### src/rtl/user_mem_pkg.sv
// Shared encodings and defaults for the user-project BRAM arbiter.
package user_mem_pkg;

    typedef enum logic [1:0] {
        IDLE,
        ACCESS,
        WAIT,
        RESP
    } state_t;

    typedef enum logic {
        GNT_CPU,
        GNT_DMA
    } grant_t;

    localparam int ADDR_W_DEF      = 10;
    localparam int BRAM_DELAYS_DEF = 10;

endpackage

### src/rtl/rr_arbiter2.sv
// Two-requester round-robin arbiter; remembers the last grant it issued.
module rr_arbiter2
    import user_mem_pkg::*;
(
    input  logic   clk,
    input  logic   rst,
    input  logic   en,
    input  logic   req_cpu,
    input  logic   req_dma,
    output logic   valid,
    output grant_t grant
);

    grant_t last_grant;

    always_comb begin
        valid = req_cpu | req_dma;
        grant = GNT_CPU;
        if (req_cpu & req_dma)
            grant = (last_grant == GNT_CPU) ? GNT_DMA : GNT_CPU;
        else if (req_dma)
            grant = GNT_DMA;
    end

    // Reset to DMA so the CPU wins the first tie.
    always_ff @(posedge clk or posedge rst) begin
        if (rst)
            last_grant <= GNT_DMA;
        else if (en & valid)
            last_grant <= grant;
    end

endmodule

### src/rtl/wb_mem_arbiter.sv
// Arbitrates CPU and DMA Wishbone requests onto one fixed-latency BRAM port.
module wb_mem_arbiter
    import user_mem_pkg::*;
#(
    parameter int ADDR_W = ADDR_W_DEF,
    parameter int DELAYS = BRAM_DELAYS_DEF
) (
    input  logic              wb_clk_i,
    input  logic              wb_rst_i,
    input  logic              cpu_stb_i,
    input  logic              cpu_cyc_i,
    input  logic              cpu_we_i,
    input  logic [3:0]        cpu_sel_i,
    input  logic [31:0]       cpu_adr_i,
    input  logic [31:0]       cpu_dat_i,
    output logic              cpu_ack_o,
    output logic [31:0]       cpu_dat_o,
    input  logic              dma_stb_i,
    input  logic              dma_cyc_i,
    input  logic              dma_we_i,
    input  logic [3:0]        dma_sel_i,
    input  logic [31:0]       dma_adr_i,
    input  logic [31:0]       dma_dat_i,
    output logic              dma_ack_o,
    output logic [31:0]       dma_dat_o,
    output logic              mem_en_o,
    output logic [3:0]        mem_we_o,
    output logic [ADDR_W-1:0] mem_adr_o,
    output logic [31:0]       mem_wdat_o,
    input  logic [31:0]       mem_rdat_i
);

    localparam int CNT_W = $clog2(DELAYS) + 1;

    state_t           state;
    grant_t           gnt;
    grant_t           arb_gnt;
    logic             arb_valid;
    logic             lat_we;
    logic             abort;
    logic [CNT_W-1:0] cnt;
    logic [31:0]      data_q;

    logic             req_cpu;
    logic             req_dma;
    logic             sel_we;
    logic [3:0]       sel_sel;
    logic [31:0]      sel_adr;
    logic [31:0]      sel_dat;
    logic             cyc_g;
    logic             done;
    logic             resp;
    logic [31:0]      resp_dat;
    logic             unused_adr;

    assign req_cpu = cpu_stb_i & cpu_cyc_i;
    assign req_dma = dma_stb_i & dma_cyc_i;

    rr_arbiter2 u_arb (
        .clk     (wb_clk_i),
        .rst     (wb_rst_i),
        .en      (state == IDLE),
        .req_cpu (req_cpu),
        .req_dma (req_dma),
        .valid   (arb_valid),
        .grant   (arb_gnt)
    );

    assign sel_we     = (arb_gnt == GNT_DMA) ? dma_we_i  : cpu_we_i;
    assign sel_sel    = (arb_gnt == GNT_DMA) ? dma_sel_i : cpu_sel_i;
    assign sel_adr    = (arb_gnt == GNT_DMA) ? dma_adr_i : cpu_adr_i;
    assign sel_dat    = (arb_gnt == GNT_DMA) ? dma_dat_i : cpu_dat_i;
    assign unused_adr = ^{sel_adr[31:ADDR_W+2], sel_adr[1:0]};

    // A master that drops cyc mid-access loses its ack but the access completes.
    assign cyc_g    = (gnt == GNT_DMA) ? dma_cyc_i : cpu_cyc_i;
    assign done     = ((state == ACCESS) & lat_we)
                    | ((state == WAIT) & (cnt == '0));
    assign resp     = done & ~abort & cyc_g;
    assign resp_dat = (state == WAIT) ? mem_rdat_i : data_q;

    always_ff @(posedge wb_clk_i or posedge wb_rst_i) begin
        if (wb_rst_i) begin
            state      <= IDLE;
            gnt        <= GNT_CPU;
            lat_we     <= 1'b0;
            abort      <= 1'b0;
            cnt        <= '0;
            data_q     <= '0;
            mem_en_o   <= 1'b0;
            mem_we_o   <= '0;
            mem_adr_o  <= '0;
            mem_wdat_o <= '0;
            cpu_ack_o  <= 1'b0;
            dma_ack_o  <= 1'b0;
            cpu_dat_o  <= '0;
            dma_dat_o  <= '0;
        end else begin
            cpu_ack_o <= resp & (gnt == GNT_CPU);
            dma_ack_o <= resp & (gnt == GNT_DMA);
            if (resp & (gnt == GNT_CPU))
                cpu_dat_o <= resp_dat;
            if (resp & (gnt == GNT_DMA))
                dma_dat_o <= resp_dat;

            unique case (state)
                IDLE: begin
                    if (arb_valid) begin
                        gnt        <= arb_gnt;
                        lat_we     <= sel_we;
                        abort      <= 1'b0;
                        mem_en_o   <= 1'b1;
                        mem_we_o   <= sel_we ? sel_sel : 4'b0;
                        mem_adr_o  <= sel_adr[ADDR_W+1:2];
                        mem_wdat_o <= sel_dat;
                        state      <= ACCESS;
                    end
                end
                ACCESS: begin
                    mem_en_o <= 1'b0;
                    mem_we_o <= '0;
                    abort    <= ~cyc_g;
                    if (lat_we) begin
                        state <= resp ? RESP : IDLE;
                    end else begin
                        cnt   <= CNT_W'(DELAYS - 1);
                        state <= WAIT;
                    end
                end
                WAIT: begin
                    abort <= abort | ~cyc_g;
                    if (cnt == '0) begin
                        data_q <= mem_rdat_i;
                        state  <= resp ? RESP : IDLE;
                    end else begin
                        cnt <= cnt - 1'b1;
                    end
                end
                RESP: begin
                    state <= IDLE;
                end
                default: begin
                    state <= IDLE;
                end
            endcase
        end
    end

endmodule

### config.mk
export PLATFORM = sky130hd
export DESIGN_NAME = wb_mem_arbiter
export DESIGN_NICKNAME = d
export VERILOG_FILES = /design/src/rtl/user_mem_pkg.sv /design/src/rtl/rr_arbiter2.sv /design/src/rtl/wb_mem_arbiter.sv
export SDC_FILE = /design/constraint.sdc
export NUM_CORES = 1
export LEC_CHECK = 0
export ABC_AREA = 1
export CAP_MARGIN = 30
export CORE_ASPECT_RATIO = 1.4
export CORE_UTILIZATION = 47
export CTS_CLUSTER_DIAMETER = 80
export DETAILED_ROUTE_END_ITERATION = 12
export PLACE_DENSITY = 0.9
export SETUP_SLACK_MARGIN = 0.5
export SYNTH_ARGS = -nofsm -noshare
export SYNTH_HDL_FRONTEND = slang
export SYNTH_SLANG_ARGS = --single-unit
### constraint.sdc
create_clock -name wb_clk_i -period 16.68 [get_ports wb_clk_i]
set_input_delay 4.17 -clock wb_clk_i [delete_from_list [all_inputs] [get_ports wb_clk_i]]
set_output_delay 4.17 -clock wb_clk_i [all_outputs]
set_load 0.02 [all_outputs]
## After elaboration in Yosys (flattened, before gate mapping)

Cells that the tools add are included.

| cells by class | value |
|---|---|
| div/mod/pow operators | 0 |
| $mul | 0 |
| mux-type cells | 24 |
| shifts and indexed selects | 0 |
| add/sub/neg operators | 1 |
| equality and inequality tests | 7 |
| reductions and logical operators | 11 |
| bitwise gates (word level) | 16 |
| order comparisons | 0 |

Operators by type and width:

| operator | count |
|---|---|
| $mux W32 | 2 |
| $mux W12 | 1 |
| $mux W4 | 3 |
| $and A1 B1 Y1 | 10 |
| $mux W5 | 2 |
| $pmux W5 S2 | 1 |
| $reduce_and A2 Y1 | 5 |
| $mux W2 | 4 |
| $pmux W2 S4 | 1 |
| $pmux W4 S2 | 1 |
| $mux W1 | 7 |
| $ne A2 B2 Y1 const B | 3 |
| $logic_not A5 Y1 | 1 |
| $sub A5 B1 Y5 const B | 1 |
| $eq A2 B2 Y1 const B | 2 |
| $reduce_bool A2 Y1 | 2 |
| $not A1 Y1 | 3 |
| $or A1 B1 Y1 | 3 |
| $pmux W1 S3 | 1 |
| $reduce_and A3 Y1 | 1 |
| $reduce_bool A3 Y1 | 1 |
| $eq A2 B1 Y1 const B | 1 |
| $logic_not A2 Y1 | 1 |
| $ne A2 B1 Y1 const B | 1 |
| $pmux W1 S2 | 1 |

| storage, ports and cells | value |
|---|---|
| word-level logic and storage cells | 74 |
| memories | 0 |
| bits in read-only memories | 0 |
| flip-flop bits (word level) | 156 |
| bits of input ports | 176 |
| latch bits | 0 |
| memory bits (writable) | 0 |

## Logic depth before layout (Yosys ltp)

| depth | value |
|---|---|
| depth after elaboration | 8 |
| depth in mapped cells | 11 |

## Modules after synthesis

Synthesis repeated with hierarchy kept, for this count alone.

| unflattened totals | value |
|---|---|
| cells, all modules | 853 |
| area, all modules | 7119.3 sq um |

Modules (own cells, without submodules):

| module | sequential area each (sq um) | cells each | times used | area an instance (sq um) |
|---|---|---|---|---|
| wb_mem_arbiter | 3878.7 | 844 | 1 | 7054.3 |
| rr_arbiter2 | 26.3 | 9 | 1 | 65.1 |

## Least setup slack after synthesis

No wires, ideal clock.

| path | value |
|---|---|
| kind | input to register |
| from | input dma_stb_i |
| to | register mem_adr_o[0] |
| stages | 6 |
| path slack | 11.625 ns |
| required time | 16.559 ns |
| arrival time | 4.934 ns |
| cells stage by stage | nand2_1 -> a21oi_2 -> inv_2 -> buf_2 -> nand2_1 -> o21ai_1 |

| between the ends | value |
|---|---|
| cells in the longest elaborated chain, start to end | 4 |

RTL lines:

| item | line | source |
|---|---|---|
| start, declared | wb_mem_arbiter.sv:18 | `input logic dma_stb_i,` |
| $and A1 B1 Y1 (*) | wb_mem_arbiter.sv:57 | `assign req_dma = dma_stb_i & dma_cyc_i;` |
| $mux W1 or $and A1 B1 Y1 (tied branches) | rr_arbiter2.sv:21, rr_arbiter2.sv:19 |  |
| $mux W1 | rr_arbiter2.sv:19 | `if (req_cpu & req_dma)` |
| $mux W12 | wb_mem_arbiter.sv:71 | `assign sel_adr = (arb_gnt == GNT_DMA) ? dma_adr_i : cpu_adr_i;` |
| end signal, assigned | wb_mem_arbiter.sv:114 | `mem_adr_o <= sel_adr[ADDR_W+1:2];` |
| end, declared | wb_mem_arbiter.sv:28 | `output logic [ADDR_W-1:0] mem_adr_o,` |

Mark *: on every way between the ends. The rest lies on a longest branch, timed or not.
A chain may end at the register's enable or synchronous reset.

## Final worst setup path

| path | value |
|---|---|
| from | input dma_cyc_i |
| to | register abort |

| between the ends | value |
|---|---|
| cells in the longest elaborated chain, start to end | 4 |

RTL lines:

| item | line | source |
|---|---|---|
| start, declared | wb_mem_arbiter.sv:19 | `input logic dma_cyc_i,` |
| $and A1 B1 Y1 or $mux W1 (tied branches) | wb_mem_arbiter.sv:57, wb_mem_arbiter.sv:76 |  |
| $or A1 B1 Y1 or $not A1 Y1 (tied branches) | rr_arbiter2.sv:17, wb_mem_arbiter.sv:122, wb_mem_arbiter.sv:131 |  |
| $ne A2 B2 Y1 (no line) or $or A1 B1 Y1 (tied branches) | - |  |
| $reduce_and A2 Y1 (no line) or $pmux W1 S3 (tied branches) | - |  |
| end signal, assigned | wb_mem_arbiter.sv:122 | `abort <= ~cyc_g;` |
| end signal, assigned | wb_mem_arbiter.sv:131 | `abort <= abort \| ~cyc_g;` |
| end, declared | wb_mem_arbiter.sv:40 | `logic abort;` |

Parallel ways exist; a longest one is shown, timed or not.

==> results.ini <==
[synth]
synthTopCellsByArea = dfrtp_1, nand2_1, o21ai_0
synth_area_sq_um = 6960
synthTopCellsByCount = nand2_1, dfrtp_1, o21ai_0, o21ai_1, inv_1
yosysSeqAreaShare_pct = 56.1
synth_enable_flop_cells = 0
yosys_warnings = 0
syn-num-nets = 971
yosysTopAreaCell = dfrtp_1
yosysMostFrequentCell = nand2_1
syn_avg_cell_area_sq_um = 8.82
yosys.area.top_type_share_pct = 55.7
ys_ff_latch = 156
async_reset_ff_share_pct = 100
synth_cell_types = 24
synthCells = 789
synthFlopType = dfrtp_1

[floorplanning]
pin_count = 289
dieArea_sq_um = 15300
row_count = 52
die_w_um = 105
fp.dieH_um = 146
start_util_pct = 48.2
placeableCoreArea_sq_um = 14400

[critical_path]
crit_chain = clkdlybuf4s50_1, nand2_1, a21oi_2, buf_4, inv_2, nand2_1, o21ai_0
cp_common_cell = nand2_1
crit_path_top_delay_cell = clkdlybuf4s50_1
timing.rr.start = state[0]$_DFFE_PP0P_
cp.arrival_ns = 6.06
critPathRequiredTime_ns = 16.94
crit_type = input port to register
r2r_slack_ns = 14.44
cp-end-kind = register
cpPeakStageDelay_ns = 0.47
r2r_end = abort$_DFFE_PP0P_
reg2reg_depth = 8
path_buf_inv = 3
cp_top_family = buffers and inverters
path_max_fanout = 46
cp-start-kind = input port

[placement]
gp_congestion = 0.770
dpl_cell_area_sq_um = 9430
place_ws_ns = 10.57
numPortBuffers = 244
dpl.hpwl_um = 11900

[routing]
wl_per_cell_um = 14.0
ant_nets = 0
vias = 6105
drc = 0
totalWireLength_um = 17000
firstDrtPassIters = 5
drt_iter0_drc = 324
via_per_inst = 5.03

[power_and_ir_drop]
p_leak_nw = 4.62
p_seq_share_pct = 34.6
combinationalPowerShare_pct = 46.9
finalPower_w = 0.00189
sw_frac_of_total_pct = 39.8
p_int_w = 0.00114
peakVddDrop_uv = 88.1
p_sw_w = 0.000752
p_per_area_nw_per_um2 = 189
clkPwrFrac_pct = 18.6

[layout]
antenna_cells = 0
area_growth_pct = 43.2
nets = 1195
fin_area_sq_um = 9970
fillers = 1093
drive_gt1_share_pct = 9.46

[clock_network]
post_cts_buffers = 0
cts_buffers = 17
ctsResizeCount = 0
ctsHoldBuffers = 0
cts_tree = yes
clock_sinks = 156
root_buffer = clkbuf_16
clockBufferDepth = 2
cts-htree-levels = 4
clock_latency_ns = 0.42
clk_pin_slew_ns = 0.06

[flow_run]
maxCapViolations = 0

[hold_path]
hold_depth = 2
hold_path_end = u_arb.last_grant$_DFFE_PP1P_
min_path_type = register to register
hp-start = u_arb.last_grant$_DFFE_PP1P_

[timing]
worstMarginPinSlew_ns = 0.799
finalWorstSetupSlack_ns = 10.88
rsz0062_at_grt = false
fmax_ghz = 0.173
finalSetupViolCount = 0
final_max_slew_viol_count = 0
hold_viol = 0
finClkSkew_ns = 0.0137
fin_setup_tns_ns = 0
post-route-period-util_pct = 34.8
post-route-min-period_ns = 5.80
slew_headroom_pct = 46.7
hold_slack_ns = 0.470

[global_route]
grt-ovfl-total = 0
grt_pass1_vias = 6186
antenna_found_initial = 1
grt_use_total_pct = 23.6
grt_pass1_wl_um = 29000
grt_max_degree = 79

[status]
run_status = finished clean

-- metal layers --
metal,vias up,routed length [um],track usage [%]
li1,2996,-,-
met1,2815,6420,26.9
met2,248,8680,40.9
met3,44,1300,6.85
met4,2,572,10.2
met5,-,13,0
-- placed cells by master (no fill, tap or decap), types with 2 or more instances in the layout --
cell / n
o21ai_2: 46
clkinvlp_4: 3
ha_1: 5
clkdlybuf4s50_1: 244
inv_6: 6
inv_2: 3
nand3_2: 3
o21ai_1: 56
buf_4: 7
o22ai_1: 2
clkbuf_16: 17
nand2_1: 227
dfrtp_1: 155
inv_1: 54
xor2_1: 2
nor2_1: 51
clkinv_2: 3
o21ai_0: 117
clkinv_4: 2
a21oi_1: 2
nand3_1: 13
-- power groups by stage --
stage	clock network (W)	registers (W)	logic (W)
final	0.000351	0.000653	0.000885
after global routing	0.000376	0.000674	0.000972
after CTS	0.000357	0.000653	0.000895
after detailed placement	0	0.000657	0.000889
after global placement	0	0.000648	0.000866
after floorplan	0	0.000806	0.000357
-- cell families (layout without fill, tap and decap cells) --
kind of cell | after synthesis | count (layout) | share of synthesized area [%]
compound gates | 224 | 224 | 18.7
flops | 156 | 156 | 56.1
xor+xnor | 2 | 2 | 0.252
buf+inv | 105 | 341 | 7.37
simple gates | 296 | 296 | 16.5
fa+ha+maj | 6 | 6 | 1.08
-- how the worst max path moves through the flow --
stage	startpoint	endpoint	slack, ns	cells after the start
after floorplan	wb_rst_i	abort$_DFFE_PP0P_	8.31	1
after global placement	wb_rst_i	data_q[25]$_DFFE_PP0P_	10.44	3
after detailed placement	dma_cyc_i	abort$_DFFE_PP0P_	10.57	7
after CTS	dma_cyc_i	abort$_DFFE_PP0P_	10.89	7
after global routing	dma_cyc_i	abort$_DFFE_PP0P_	10.74	7
final	dma_cyc_i	abort$_DFFE_PP0P_	10.88	7
-- metrics by stage --
stage          utilization, %  cells
2_1_floorplan               -    789
3_3_place_gp             65.1   1182
3_5_place_dp             65.3   1183
4_1_cts                  69.0   1214
5_1_grt                  69.0   1214
6_report                 69.0   1214
-- state kept, by name, indices dropped and copies added, names as in the netlist --
signal            cells
cpu_dat_o            32
data_q               32
dma_dat_o            32
mem_wdat_o           32
mem_adr_o            10
cnt                   5
mem_we_o              4
state                 2
abort                 1
cpu_ack_o             1
dma_ack_o             1
gnt                   1
lat_we                1
mem_en_o              1
u_arb.last_grant      1
-- layout make-up --
type	count	area [sq um]	share of cell area, %
clock buffers	17	425	4.27
clock inverters	14	110	1.10
inverters	58	223	2.23
multi-input cells	528	2550	25.5
flip-flops and latches	156	3910	39.2
well taps	189	236	2.37
repair buffers	252	2520	25.3
-- worst register-to-register path: cells and delay by family, from the launching register on --
| kind | cells | cell delay (ns) |
|---|---|---|
| simple gates | 1 | 0.20 |
| flops | 1 | 0.40 |
| compound gates | 2 | 0.24 |
| buf+inv | 4 | 1.01 |
| fa+ha+maj | 1 | 0.24 |
Power figures use the tool's default switching activity.
